## src/rtl/uart_pkg.sv

```systemverilog
// uart_pkg
// Shared definitions for the Bluetooth message path:
//   - uart_state_t : transmitter FSM states (PARITY is used only when the
//                    UART_TX_PARITY_EN build macro is defined)
//   - CHAR_*       : ASCII codes the message formatter emits
//   - DEFAULT_CLKS_PER_BIT : 50 MHz / 115200 baud, truncated
package uart_pkg;

    typedef enum logic [2:0] {
        IDLE   = 3'd0,
        START  = 3'd1,
        DATA   = 3'd2,
        STOP   = 3'd3,
        PARITY = 3'd4
    } uart_state_t;

    localparam int DEFAULT_CLKS_PER_BIT = 434;

    localparam logic [7:0] CHAR_F    = 8'h46;
    localparam logic [7:0] CHAR_I    = 8'h49;
    localparam logic [7:0] CHAR_M    = 8'h4D;
    localparam logic [7:0] CHAR_C    = 8'h43;
    localparam logic [7:0] CHAR_S    = 8'h53;
    localparam logic [7:0] CHAR_U    = 8'h55;
    localparam logic [7:0] CHAR_E    = 8'h45;
    localparam logic [7:0] CHAR_R    = 8'h52;
    localparam logic [7:0] CHAR_DASH = 8'h2D;
    localparam logic [7:0] CHAR_HASH = 8'h23;
    localparam logic [7:0] CHAR_0    = 8'h30;
    localparam logic [7:0] CHAR_1    = 8'h31;
    localparam logic [7:0] CHAR_2    = 8'h32;
    localparam logic [7:0] CHAR_3    = 8'h33;

endpackage

```

## src/rtl/uart_byte_tx_fifo.sv

```systemverilog
// byte_fifo
// Small synchronous FIFO holding bytes waiting for the UART serialiser.
// Ports:
//   clk, rst          : clock, synchronous active-high reset (control only)
//   push, push_data   : write request and data; ignored while full
//   pop, pop_data     : read request; pop_data shows the head combinationally
//   full, empty       : derived from the registered occupancy counter
//   count             : occupancy, 0..DEPTH
// DEPTH must be a power of two so the pointers wrap by natural overflow.
module byte_fifo #(
    parameter int DEPTH = 4,
    parameter int WIDTH = 8
) (
    input  logic                      clk,
    input  logic                      rst,
    input  logic                      push,
    input  logic [WIDTH-1:0]          push_data,
    input  logic                      pop,
    output logic [WIDTH-1:0]          pop_data,
    output logic                      full,
    output logic                      empty,
    output logic [$clog2(DEPTH):0]    count
);

    localparam int AW = $clog2(DEPTH);
    localparam int CW = AW + 1;

    logic [WIDTH-1:0] mem [DEPTH];
    logic [AW-1:0]    wr_ptr;
    logic [AW-1:0]    rd_ptr;
    logic             do_push;
    logic             do_pop;

    assign full     = (count == CW'(DEPTH));
    assign empty    = (count == '0);
    assign do_push  = push && !full;
    assign do_pop   = pop && !empty;
    assign pop_data = mem[rd_ptr];

    always_ff @(posedge clk) begin
        if (rst) begin
            wr_ptr <= '0;
            rd_ptr <= '0;
            count  <= '0;
        end else begin
            if (do_push) wr_ptr <= wr_ptr + AW'(1);
            if (do_pop)  rd_ptr <= rd_ptr + AW'(1);
            case ({do_push, do_pop})
                2'b10:   count <= count + CW'(1);
                2'b01:   count <= count - CW'(1);
                default: count <= count;
            endcase
        end
    end

    // Storage carries data only; pointers already make stale entries unreachable.
    always_ff @(posedge clk) begin
        if (do_push) mem[wr_ptr] <= push_data;
    end

endmodule

```

## src/rtl/uart_byte_tx.sv

```systemverilog
// uart_byte_tx
// Byte-wide front end for the HC-05 rxd line: bytes handed over on a
// valid/ready handshake are queued in byte_fifo and sent as UART frames,
// LSB first (8N1; 8E1 when UART_TX_PARITY_EN is defined).
// Ports:
//   clk        : system clock (50 MHz)
//   rst        : synchronous active-high reset; aborts any frame in progress
//   in_data    : byte to send
//   in_valid   : in_data is valid this cycle
//   in_ready   : FIFO has room; byte taken when in_valid && in_ready
//   tx         : serial output, idles high
//   busy       : a frame is on the line or bytes are still queued
//   byte_done  : one-cycle pulse in the last cycle of each stop bit
// Build macro UART_TX_PARITY_EN inserts an even-parity bit before STOP.
module uart_byte_tx
    import uart_pkg::*;
#(
    parameter int CLKS_PER_BIT = DEFAULT_CLKS_PER_BIT,
    parameter int FIFO_DEPTH   = 4
) (
    input  logic       clk,
    input  logic       rst,
    input  logic [7:0] in_data,
    input  logic       in_valid,
    output logic       in_ready,
    output logic       tx,
    output logic       busy,
    output logic       byte_done
);

    localparam int BW = $clog2(CLKS_PER_BIT);
    localparam logic [BW-1:0] BAUD_LAST = BW'(CLKS_PER_BIT - 1);

    uart_state_t              state;
    logic [BW-1:0]            baud_cnt;
    logic [2:0]               bit_idx;
    logic [7:0]               shift_reg;
    logic                     baud_last;

    logic [7:0]               fifo_rdata;
    logic                     fifo_full;
    logic                     fifo_empty;
    logic                     fifo_pop;
    logic [$clog2(FIFO_DEPTH):0] fifo_count;

    assign in_ready  = !fifo_full;
    assign baud_last = (baud_cnt == BAUD_LAST);
    assign fifo_pop  = (state == IDLE) && !fifo_empty;

    byte_fifo #(
        .DEPTH (FIFO_DEPTH),
        .WIDTH (8)
    ) u_fifo (
        .clk       (clk),
        .rst       (rst),
        .push      (in_valid),
        .push_data (in_data),
        .pop       (fifo_pop),
        .pop_data  (fifo_rdata),
        .full      (fifo_full),
        .empty     (fifo_empty),
        .count     (fifo_count)
    );

    // The head byte is captured as it leaves the FIFO; it is data, so no reset.
    always_ff @(posedge clk) begin
        if (fifo_pop) shift_reg <= fifo_rdata;
    end

    // tx and busy are registered from the state held before the edge, so the
    // line lags the FSM by one cycle: the start bit begins the cycle after the
    // pop, and the single IDLE cycle between frames stretches the stop bit by one.
    always_ff @(posedge clk) begin
        if (rst) begin
            state     <= IDLE;
            baud_cnt  <= '0;
            bit_idx   <= '0;
            tx        <= 1'b1;
            busy      <= 1'b0;
            byte_done <= 1'b0;
        end else begin
            byte_done <= 1'b0;
            busy      <= (state != IDLE) || (fifo_count != '0);
            case (state)
                IDLE: begin
                    tx       <= 1'b1;
                    baud_cnt <= '0;
                    if (!fifo_empty) state <= START;
                end
                START: begin
                    tx <= 1'b0;
                    if (baud_last) begin
                        state    <= DATA;
                        bit_idx  <= '0;
                        baud_cnt <= '0;
                    end else begin
                        baud_cnt <= baud_cnt + BW'(1);
                    end
                end
                DATA: begin
                    tx <= shift_reg[bit_idx];
                    if (baud_last) begin
                        baud_cnt <= '0;
                        if (bit_idx == 3'd7) begin
`ifdef UART_TX_PARITY_EN
                            state <= PARITY;
`else
                            state <= STOP;
`endif
                        end else begin
                            bit_idx <= bit_idx + 3'd1;
                        end
                    end else begin
                        baud_cnt <= baud_cnt + BW'(1);
                    end
                end
`ifdef UART_TX_PARITY_EN
                PARITY: begin
                    // Even parity: the bit makes the total count of ones even.
                    tx <= ^shift_reg;
                    if (baud_last) begin
                        state    <= STOP;
                        baud_cnt <= '0;
                    end else begin
                        baud_cnt <= baud_cnt + BW'(1);
                    end
                end
`endif
                STOP: begin
                    tx <= 1'b1;
                    if (baud_last) begin
                        byte_done <= 1'b1;
                        state     <= IDLE;
                        baud_cnt  <= '0;
                    end else begin
                        baud_cnt <= baud_cnt + BW'(1);
                    end
                end
                default: begin
                    state    <= IDLE;
                    baud_cnt <= '0;
                    tx       <= 1'b1;
                end
            endcase
        end
    end

endmodule

```

## config.mk

```make
export PLATFORM = sky130hd
export DESIGN_NAME = uart_byte_tx
export DESIGN_NICKNAME = d
export VERILOG_FILES = /design/src/rtl/uart_pkg.sv /design/src/rtl/uart_byte_tx_fifo.sv /design/src/rtl/uart_byte_tx.sv
export SDC_FILE = /design/constraint.sdc
export NUM_CORES = 1
export LEC_CHECK = 0
export ABC_AREA = 1
export CAP_MARGIN = 10
export CELL_PAD_IN_SITES_DETAIL_PLACEMENT = 0
export CELL_PAD_IN_SITES_GLOBAL_PLACEMENT = 1
export CORE_ASPECT_RATIO = 0.75
export CORE_MARGIN = 2
export CORE_UTILIZATION = 53
export CTS_BUF_LIST = sky130_fd_sc_hd__clkbuf_16
export CTS_CLUSTER_SIZE = 8
export DETAILED_ROUTE_END_ITERATION = 16
export DONT_BUFFER_PORTS = 1
export HOLD_SLACK_MARGIN = 0.03
export PLACE_DENSITY = 0.82
export SETUP_SLACK_MARGIN = 0.4
export SLEW_MARGIN = 30
export SYNTH_ARGS = -nofsm -noshare
export SYNTH_HDL_FRONTEND = slang
export SYNTH_SLANG_ARGS = --single-unit
```

## constraint.sdc

```tcl
create_clock -name clk -period 5.3 [get_ports clk]
set_input_delay 1.59 -clock clk [delete_from_list [all_inputs] [get_ports clk]]
set_output_delay 1.59 -clock clk [all_outputs]
set_load 0.005 [all_outputs]
```

=== Word level (Yosys, flattened, before mapping) ===
Memory sizes are Yosys's and may differ from the RTL's. A register that Yosys moved wholly into a read port is not among the register bits.
Cells that the tools add are included.
Widths: inputs -> output; s select.

* Add/subtract/negate cells: 6
* Bitwise logic cells: 2
* Equality and inequality tests: 14
* Multiplexer cells: 16
* Order comparisons: 1
* Reduce and logical (&&, ||, !) cells: 17

{| class="wikitable"
|+ Operator list
! cell !! number
|-
| $mux 3 || 7
|-
| $ne 2x2->1 const B || 6
|-
| $pmux 3 s2 || 2
|-
| $pmux 3 s4 || 1
|-
| $add 9x1->9 const B || 1
|-
| $eq 9x9->1 const B || 1
|-
| $add 3x1->3 const B || 2
|-
| $eq 3x2->1 const B || 2
|-
| $eq 3x3->1 const B || 2
|-
| $logic_not 3->1 || 2
|-
| $reduce_bool 3->1 || 2
|-
| $reduce_or 3->1 || 2
|-
| $reduce_and 5->1 || 1
|-
| $add 2x1->2 const B || 2
|-
| $lt 3x4->1 const B || 1
|-
| $mux 1 || 4
|-
| $reduce_and 4->1 || 1
|-
| $reduce_bool 2->1 || 2
|-
| $bmux 1 s3 || 1
|-
| $eq 3x1->1 const B || 1
|-
| $logic_and 1x1->1 || 3
|-
| $sub 3x1->3 const B || 1
|-
| $eq 2x1->1 const B || 1
|-
| $eq 2x2->1 const B || 1
|-
| 5 further kinds || 7
|}

* Bits in writable memories: 32
* Input port bits: 11
* Logic and storage cells: 66
* Output and inout bits: 4
* Memories kept: 1
* Register bits: 25

{| class="wikitable"
|+ Memory list
! memory !! words !! bits a word !! read ports !! clocked after memory_dff !! wr ports !! line !! RTL
|-
| u_fifo.mem || 4 || 8 || 1 || 1 || 1 || uart_byte_tx_fifo.sv:28 || <nowiki>logic [WIDTH-1:0] mem [DEPTH];</nowiki>
|}

=== Longest topological paths before layout ===
* Word-level depth: 6
* Mapped depth: 11
* Mapped depth without buffers: 10

=== By module ===
A second synthesis with hierarchy kept.

* Cell total of the unflattened synthesis: 294
* Area, all modules: 2891.5 um2

{| class="wikitable"
|+ Modules (own cells, without submodules)
! module !! seq. area each (um2) !! times used !! area each (um2) !! cells each
|-
| byte_fifo || 1141.1 || 1 || 1685.4 || 146
|-
| uart_byte_tx || 580.6 || 1 || 1206.2 || 148
|}

=== Worst setup path before layout ===
Ideal clock, no wire load.

* Kind: input-to-reg
* Start: input port in_valid
* End: register u_fifo.count[2]
* Arrival: 2659 ps
* Stages on the path: 7
* Buffers on the path: 0
* Slack: 2519 ps
* Setup time: 122 ps
* Data required time: 5178 ps
* Path through: nand2_2 > ha_1 > fa_1 > a21oi_1 > o21ai_0 > o21ai_0 > a21oi_1

* Word-level cells in the longest chain between the ends: 3
* Elaborated cells on any way between the ends: 5
* Those cells by class: eq/ne: 2; mux: 1; reduce/logical: 2

{| class="wikitable"
|+ Ends and longest elaborated chain
! what !! line !! RTL
|-
| from (decl) || uart_byte_tx.sv:24 || <nowiki>input logic in_valid,</nowiki>
|-
| $logic_and 1x1->1 * || uart_byte_tx_fifo.sv:36 || <nowiki>assign do_push = push && !full;</nowiki>
|-
| $eq 2x1->1 / $eq 2x2->1 (equally long branches) || uart_byte_tx_fifo.sv:48 || <nowiki>case ({do_push, do_pop})</nowiki>
|-
| $pmux 3 s2 / $reduce_bool 2->1 (equally long branches) || - ||
|-
| to (signal assigned) || uart_byte_tx_fifo.sv:49 || <nowiki>2'b10: count <= count + CW'(1);</nowiki>
|-
| to (signal assigned) || uart_byte_tx_fifo.sv:50 || <nowiki>2'b01: count <= count - CW'(1);</nowiki>
|-
| to (signal assigned) || uart_byte_tx_fifo.sv:51 || <nowiki>default: count <= count;</nowiki>
|-
| to (decl) || uart_byte_tx_fifo.sv:22 || <nowiki>output logic [$clog2(DEPTH):0] count</nowiki>
|}

Mark *: on every way between the ends. The rest lies on a longest branch, timed or not.
A chain may end at the register's enable or synchronous reset.

=== Worst setup path after layout ===
* Start: register u_fifo.count[0]
* End: output port in_ready

* Word-level cells in the longest chain between the ends: 2

{| class="wikitable"
|+ Ends and longest elaborated chain
! what !! line !! RTL
|-
| $eq 3x3->1 || uart_byte_tx_fifo.sv:34 || <nowiki>assign full = (count == CW'(DEPTH));</nowiki>
|-
| $logic_not 1->1 || uart_byte_tx.sv:46 || <nowiki>assign in_ready = !fifo_full;</nowiki>
|-
| to (decl) || uart_byte_tx.sv:25 || <nowiki>output logic in_ready,</nowiki>
|}

No other way between the ends.

==> flow_summary.toml <==
[sta]
fin_setup_tns_ns = 0
skew_ns = 0.00703
fmax_mhz = 383
timing.slew.headroom = 0.546
max_slew.worst_pin.slew_ns = 0.678
whs_ns = 0.477
rsz0062_at_grt = "no"
min_period_ns = 2.61
setup_violations = 0
drv_slew = 0
finalCritPeriodShare = 0.493
hold_viol_final = 0

[min_path]
min_to = "baud_cnt[0]$_SDFF_PP0_"
hp-class = "reg2reg"
hold_start = "baud_cnt[0]$_SDFF_PP0_"
holdPathStages = 1

[yosys]
synth_seq_cells = 64
synthFlopType = "edfxtp_1"
syn_nets = 297
syn_area_per_cell_sq_um = 10.3
ys_types = 27
yosysSeqAreaShare = 0.602
synth_edf_count = 40
yosys_warnings = 0
netlist_instances = 271
syn_area_sq_mm = 0.00279
synthArstFlopShare = 0

[floorplanning]
core_sq_mm = 0.00498
ios = 15
die_h_um = 66.9
initial_core_util = 0.561
die_x_um = 87.8
dieArea_sq_mm = 0.00587
placementRows = 22

[placed_design]
finalWeightedCongestion = 0.800
dp.final_hpwl_mm = 3.38
portBuffers = 0

[clock_tree]
root_buffer = "clkbuf_16"
cts_buffer_depth = 2
cts_setup_buffers = 0
cts_tree = "built"
cts_buffers = 9
htreeDepth = 3
postCtsHoldBufs = 0
cts.sinks = 64
clock_latency_ns = 0.33
cts_resized = 0
clk_pin_slew_ns = 0.06

[power_and_ir_drop]
vdd_drop_max_mv = 0.254
power_switching_uw = 528
comb_power_share = 0.221
swShare = 0.327
power_frac_clock = 0.341
intPower_mw = 1.09
p_total_mw = 1.61
leakage_nw = 1.20
cellPowerDensity_mw_per_mm2 = 515
pwr-share-seq = 0.438

[route]
drt_iter0_drc = 144
viasPerCell = 5.05
vias = 1784
wl_per_cell_um = 13.7
drc = 0
routed_wl_mm = 4.84
ant_nets = 0
drtPass1Iterations = 4

[cells_and_area]
drive_gt1_frac = 0.121
n_antenna_cell = 0
fin_nets = 302
final_cell_mix = "40 x nand2_1, 40 x edfxtp_1, 39 x nor2_1"
post-route-util = 0.630
largest_register_ffs = 32
area_growth_pct = 12.3

[setup_path]
regToRegSetupSlack_ns = 3.03
cp-start-kind = "register"
r2r-start = "state[0]$_SDFFE_PP0P_"
reg2regPathDepth = 10
crit_path_end_kind = "output pin"
r2r-end = "u_fifo.count[2]$_SDFFE_PP0P_"
worstPathMaxFanout = 3
crit_start = "u_fifo.count[0]$_SDFFE_PP0P_"
crit_arrival_ns = 1.02
crit_type = "reg2out"
required_ns = 3.71

[grt]
grt_max_degree = 20
track_usage = 0.203
antenna_found_initial = 0
grt_overflow = 0
grt_pass1_vias = 1721
grt_pass1_wl_mm = 8.56

[run]
cap_violations = 0

[outcome]
status = "finished, final reports clean"
==> layout make-up <==
| type | count | area (sq um) |
|---|---|---|
| Inverter | 30 | 113 |
| Fill cell | 407 | 1840 |
| Sequential cell | 64 | 1680 |
| Clock inverter | 7 | 60.1 |
| Tap cell | 72 | 90.1 |
| Clock buffer | 9 | 225 |
| Multi-Input combinational cell | 171 | 968 |
==> through the flow <==
step,setup WS [ns],cell area [sq um],std cells
after floorplan,2.52,2790,271
after global placement,2.44,2850,337
after detailed placement,2.43,2850,337
after CTS,2.67,3140,353
after global routing,2.60,3140,353
final,2.69,3140,353
==> layer usage <==
layer  vias up  wire length, um  share of wire  track usage
met3         5              481          0.099       0.0942
met4         0               46         0.0095       0.0577
li1        921                -              -            -
met2        51             1900           0.39        0.265
met5         -                0              0            0
met1       807             2410           0.50        0.298
==> synth_stat cells (2+ instances only) <==
master    count  area share
nand2_4       3       0.012
o21ai_1       2      0.0036
o22ai_1       8       0.018
o21ai_0      21       0.038
inv_1        27       0.036
edfxtp_1     40        0.43
xor2_1        4       0.013
ha_1         14       0.063
nand2_2       4      0.0090
nor3_1        2      0.0036
dfxtp_1      24        0.17
nand3_1      13       0.023
nor2_1       39       0.052
nor2_2        2      0.0045
buf_2         4      0.0072
nor2_4        3       0.012
nand2_1      40       0.054
inv_2         3      0.0040
a21oi_1      10       0.018
==> cells by family (layout without fill, tap and decap cells) <==
family	Yosys count	after routing	share of synthesized area
buffers and inverters	36	46	0.0515
flip-flops	64	64	0.602
XOR/XNOR	4	4	0.0125
adder cells (fa/ha/maj)	15	15	0.0699
AO/OA/AOI/OAI	42	42	0.0797
AND/OR/NAND/NOR	110	110	0.184
==> power groups by stage <==
stage	Sequential, mW	Clock, mW	Combinational, mW
2_1_floorplan	0.686	0	0.301
3_3_place_gp	0.718	0	0.350
3_5_place_dp	0.719	0	0.353
4_1_cts	0.709	0.558	0.357
5_1_grt	0.723	0.583	0.416
6_report	0.708	0.550	0.357
==> worst max path at each step <==
| stage | cells after the start | to | slack [ns] |
|---|---|---|---|
| after floorplan | 7 | u_fifo.count[2]$_SDFFE_PP0P_ | 2.52 |
| after global placement | 7 | u_fifo.count[2]$_SDFFE_PP0P_ | 2.44 |
| after detailed placement | 7 | u_fifo.count[2]$_SDFFE_PP0P_ | 2.43 |
| after CTS | 2 | in_ready | 2.67 |
| after global routing | 7 | u_fifo.count[2]$_SDFFE_PP0P_ | 2.60 |
| final | 2 | in_ready | 2.69 |
==> worst max-delay path, cell delays in order, from the launching register on <==
cell and delay, ns:
dfxtp_1 0.34, nor2_1 0.21, nand2_1 0.15
No activity file was read; power rests on OpenSTA's default activity.
